$ cat config.mk
export PLATFORM = sky130hd
export DESIGN_NAME = m_or_carry_drain
export DESIGN_NICKNAME = d
export VERILOG_FILES = /design/src/rtl/m_or_carry_drain.sv
export SDC_FILE = /design/constraint.sdc
export NUM_CORES = 1
export LEC_CHECK = 0
export ABC_CLOCK_PERIOD_IN_PS = 3640
export BUFFER_PORTS_ARGS = -buffer_cell sky130_fd_sc_hd__buf_4
export CORE_MARGIN = 4
export CORE_UTILIZATION = 45
export DETAILED_ROUTE_END_ITERATION = 6
export GPL_TIMING_DRIVEN = 0
export PLACE_DENSITY = 0.73
export SLEW_MARGIN = 30
export SYNTH_ARGS = -nofsm -noshare
export SYNTH_HDL_FRONTEND = slang
export SYNTH_SLANG_ARGS = --single-unit
$ cat constraint.sdc
create_clock -name CLK -period 3.64 [get_ports CLK]
set_input_delay 1.092 -clock CLK [delete_from_list [all_inputs] [get_ports CLK]]
set_output_delay 1.092 -clock CLK [all_outputs]
set_load 0.02 [all_outputs]
$ cat src/rtl/m_or_carry_drain.sv
// Receive side of the carry-extended stochastic OR.
// Rebuilds the units lost to OR coincidence: a pending counter re-emits them
// as a serial stochastic stream, and a windowed accumulator reports the
// binary count of all units received per window of 2^NB_WIN enabled cycles.
module m_or_carry_drain #(
    parameter int NB_PEND = 4,
    parameter int NB_WIN  = 8,
    parameter int NB_CNT  = NB_WIN + 2
) (
    input  logic              CLK,
    input  logic              RST,
    input  logic              EN,
    input  logic              CLR,
    input  logic              IN_OR,
    input  logic              IN_C0,
    input  logic              IN_C1,
    output logic              OUT_S,
    output logic [NB_PEND-1:0] PEND,
    output logic              OVF,
    output logic [NB_CNT-1:0] CNT_OUT,
    output logic              CNT_VALID
);

    // Two spare bits: pending max plus three new units must not wrap.
    localparam logic [NB_PEND+1:0] PEND_MAX = {2'b00, {NB_PEND{1'b1}}};

    logic [1:0]         units;
    logic [NB_PEND+1:0] total;
    logic [NB_PEND+1:0] drain;
    logic               out_next;
    logic               sat;
    logic [NB_PEND-1:0] pend_next;

    logic [NB_WIN-1:0]  win_q;
    logic [NB_CNT-1:0]  acc_q;
    logic [NB_CNT-1:0]  acc_sum;
    logic               win_last;

    // Units this cycle are the raw bit sum; illegal carry patterns pass through.
    assign units = {1'b0, IN_OR} + {1'b0, IN_C0} + {1'b0, IN_C1};

    // Drain arithmetic: emit one unit if anything is owed, keep the rest.
    always_comb begin
        total     = {2'b00, PEND} + {{NB_PEND{1'b0}}, units};
        out_next  = (total != '0);
        drain     = total - {{(NB_PEND+1){1'b0}}, out_next};
        sat       = (drain > PEND_MAX);
        pend_next = sat ? PEND_MAX[NB_PEND-1:0] : drain[NB_PEND-1:0];
    end

    // Window bookkeeping: last slot of the window and the running sum including this cycle.
    always_comb begin
        win_last = &win_q;
        acc_sum  = acc_q + {{(NB_CNT-2){1'b0}}, units};
    end

    // Serial output, pending counter and sticky overflow flag.
    always_ff @(posedge CLK) begin
        if (RST || CLR) begin
            OUT_S <= 1'b0;
            PEND  <= '0;
            OVF   <= 1'b0;
        end else if (EN) begin
            OUT_S <= out_next;
            PEND  <= pend_next;
            if (sat) begin
                OVF <= 1'b1;
            end
        end else begin
            OUT_S <= 1'b0;
        end
    end

    // Window counter and accumulator; partial windows are dropped on clear.
    always_ff @(posedge CLK) begin
        if (RST || CLR) begin
            win_q <= '0;
            acc_q <= '0;
        end else if (EN) begin
            win_q <= win_q + 1'b1;
            acc_q <= win_last ? '0 : acc_sum;
        end
    end

    // Count result and its one-cycle valid pulse; clear keeps the last result.
    always_ff @(posedge CLK) begin
        if (RST) begin
            CNT_OUT   <= '0;
            CNT_VALID <= 1'b0;
        end else if (CLR) begin
            CNT_VALID <= 1'b0;
        end else if (EN && win_last) begin
            CNT_OUT   <= acc_sum;
            CNT_VALID <= 1'b1;
        end else begin
            CNT_VALID <= 1'b0;
        end
    end

endmodule

==> impl_metrics.ini <==
[cells_and_area]
drive_gt1_frac = 0.261
syn_to_final_growth_pct = 24.9
fill_cells = 358
diodes = 0
final_nets = 246

[critical_path]
endpoint_kind = flip-flop
reg2reg_from = PEND[0]
crit_type = in2reg
crit_arrival_ns = 3.82
crit_path_max_fanout = 4
r2r_cells = 11
ff2ff_setup_slack_ns = 1.10
cp-endpoint = PEND[3]
start_kind = input port
worstReg2RegEnd = PEND[3]
startpoint = IN_OR
cp.required_ns = 3.85

[clock_network]
root_buffer = clkbuf_8
cts_tree = yes
cts_buffers = 5
path_clk_slew_ns = 0.07
cts_buffer_depth = 2
cts.sinks = 35
clock_latency_ns = 0.29
htreeDepth = 2

[place]
place_worst_setup_slack_ns = -0.391
io_buffers = 23
hpwl_um = 2640
gp_congestion = 0.776

[power]
totalPowerFinal_mw = 0.889
powerDensity_mw_per_mm2 = 403
peakVddDrop_uv = 257
p_leak_nw = 0.863

[synthesis]
yosysMostFrequentCell = dfxtp_1
yosys_warnings = 0
synth_top_area_cell = dfxtp_1
synth_seq_cells = 35
synth_top_area_frac = 0.396
ys_async_sr_fraction = 0
synthTopCellsByCount = dfxtp_1, nor2_1, nand2_1, inv_1, a21oi_1
syn_avg_cell_area_um2 = 9.16
syn_inst = 193
ys_top_cells_by_area = dfxtp_1, ha_1, nor2_1
synth-edff-count = 0
yosysSeqAreaShare = 0.396
synth_cell_types = 42
ys.flop_type = dfxtp_1
synth_nets = 210
synth_area_mm2 = 0.00177

[detailed_routing]
first_iter_violations = 67
first_pass_iters = 4
wirelength_um = 3870
wl_per_cell_um = 13.9
viasPerCell = 5.27
drc_errors = 0
via_count = 1464
postRouteAntennaNets = 0

[sta]
fmax_mhz = 277
min_period_ns = 3.61
fin_ws_ns = 0.0344
worst_slew_pin_slew_ns = 0.655
rsz0062_at_grt = true
fin_crit_sh = 0.991
hold_viol_final = 0
setup_viol = 0
slew_headroom = 0.562
slew_violations = 0
finalClockSkew_ns = 0.00575

[flow_run]
drv_cap = 0

[hold_path]
hold_class = reg2reg

[floorplanning]
initial_core_util = 0.476
chipWidth_um = 70.7
pin_count = 24
die-area_mm2 = 0.00500
core_region_area_mm2 = 0.00372
die_y_um = 70.7
rows = 22

[global_route]
grtUsageTotal = 0.159
grt_antenna_before_repair = 0
grt_pass1_wl_um = 6270
grt_pass1_vias = 1429
grt_max_degree = 11
overflow = 0

[outcome]
status = completed
[cell usage in the layout, fill, tap and decap left out, types with 4 or more instances in the layout]
cell type  netlist  layout
a21oi_1          9       9
nor3_1           4       4
ha_1             7       4
nand2_1         13      12
clkbuf_1         6       7
clkbuf_8         0       7
nor2_1          23      21
o21ai_0          7       6
mux2i_1          5       5
buf_4            0      27
inv_1           12      11
xor2_1           6       6
dfxtp_1         35      35
nand3_1          8       8
xnor2_1          8       8
[power by group]
| group | switching (mW) | internal [mW] |
|---|---|---|
| logic | 0.0962 | 0.0884 |
| clock network | 0.134 | 0.173 |
| registers | 0.00665 | 0.391 |
| total | 0.237 | 0.652 |
[kinds of logic after synthesis]
group,synth area share
compound gates,0.163
fa+ha+maj,0.0835
buf+inv,0.0559
simple gates,0.203
mux,0.0283
flops,0.396
xor+xnor,0.0694
[registers in the layout, summed over array words and instances (netlist names)]
name       flops
PEND           4
CNT_OUT       10
acc_q         10
OVF            1
CNT_VALID      1
win_q          8
OUT_S          1
[cell type report]
| class | count | area [um^2] | share of cell area |
|---|---|---|---|
| Tap cell | 48 | 60.1 | 0.0272 |
| Buffer | 8 | 53.8 | 0.0244 |
| Multi-Input combinational cell | 138 | 1020 | 0.463 |
| Timing Repair Buffer | 29 | 225 | 0.102 |
| Clock buffer | 8 | 100 | 0.0453 |
| Sequential cell | 35 | 701 | 0.317 |
| Inverter | 12 | 45.0 | 0.0204 |
[critical path, cell delays in order]
cell and delay (ns):
buf_6 0.09, fa_1 0.50, ha_2 0.21, fa_2 0.41, nand2_2 0.12, nor2_4 0.05, o2111ai_2 0.22, ha_2 0.26
nor2b_4 0.18, mux2i_1 0.10, o2bb2ai_2 0.14, a2111o_1 0.36, o211ai_1 0.09
[worst min path at each step]
stage | cells past startpoint | end | from
global route | 2 | acc_q[0] | acc_q[0]
finish | 2 | acc_q[0] | acc_q[0]
CTS | 2 | acc_q[0] | acc_q[0]
floorplan | 2 | acc_q[0] | acc_q[0]
global placement | 2 | acc_q[0] | acc_q[0]
detailed placement | 2 | acc_q[0] | acc_q[0]
[layer usage]
metal / vias to the layer above / global-route usage / wire length, um
li1: 747 / - / -
met1: 682 / 0.188 / 1750
met2: 30 / 0.261 / 1820
met3: 5 / 0.0554 / 232
met4: 0 / 0.0689 / 62
met5: - / 0 / 0
[through the flow]
| stage | hold WS (ns) | TNS (ns) | utilization | cells | cell area (um^2) |
|---|---|---|---|---|---|
| detailed placement | 0.463 | -1.52 | 0.541 | 264 | 2010 |
| floorplan | 0.445 | -0.0120 | - | 193 | 1780 |
| global route | 0.517 | -0.0831 | 0.594 | 278 | 2210 |
| global placement | 0.457 | -1.49 | 0.541 | 264 | 2010 |
| CTS | 0.474 | -0.000537 | 0.573 | 273 | 2130 |
| finish | 0.476 | 0 | 0.594 | 278 | 2210 |
[timing repair]
action / in CTS / in global routing
setup endpoints to repair: 3 / 5
hold buffers: 0 / 0
gates resized for setup: 3 / 9
pin swaps: 4 / 10
cloned: 0 / 0
setup buffers: 1 / 5
(Power assumes the default switching activity.)
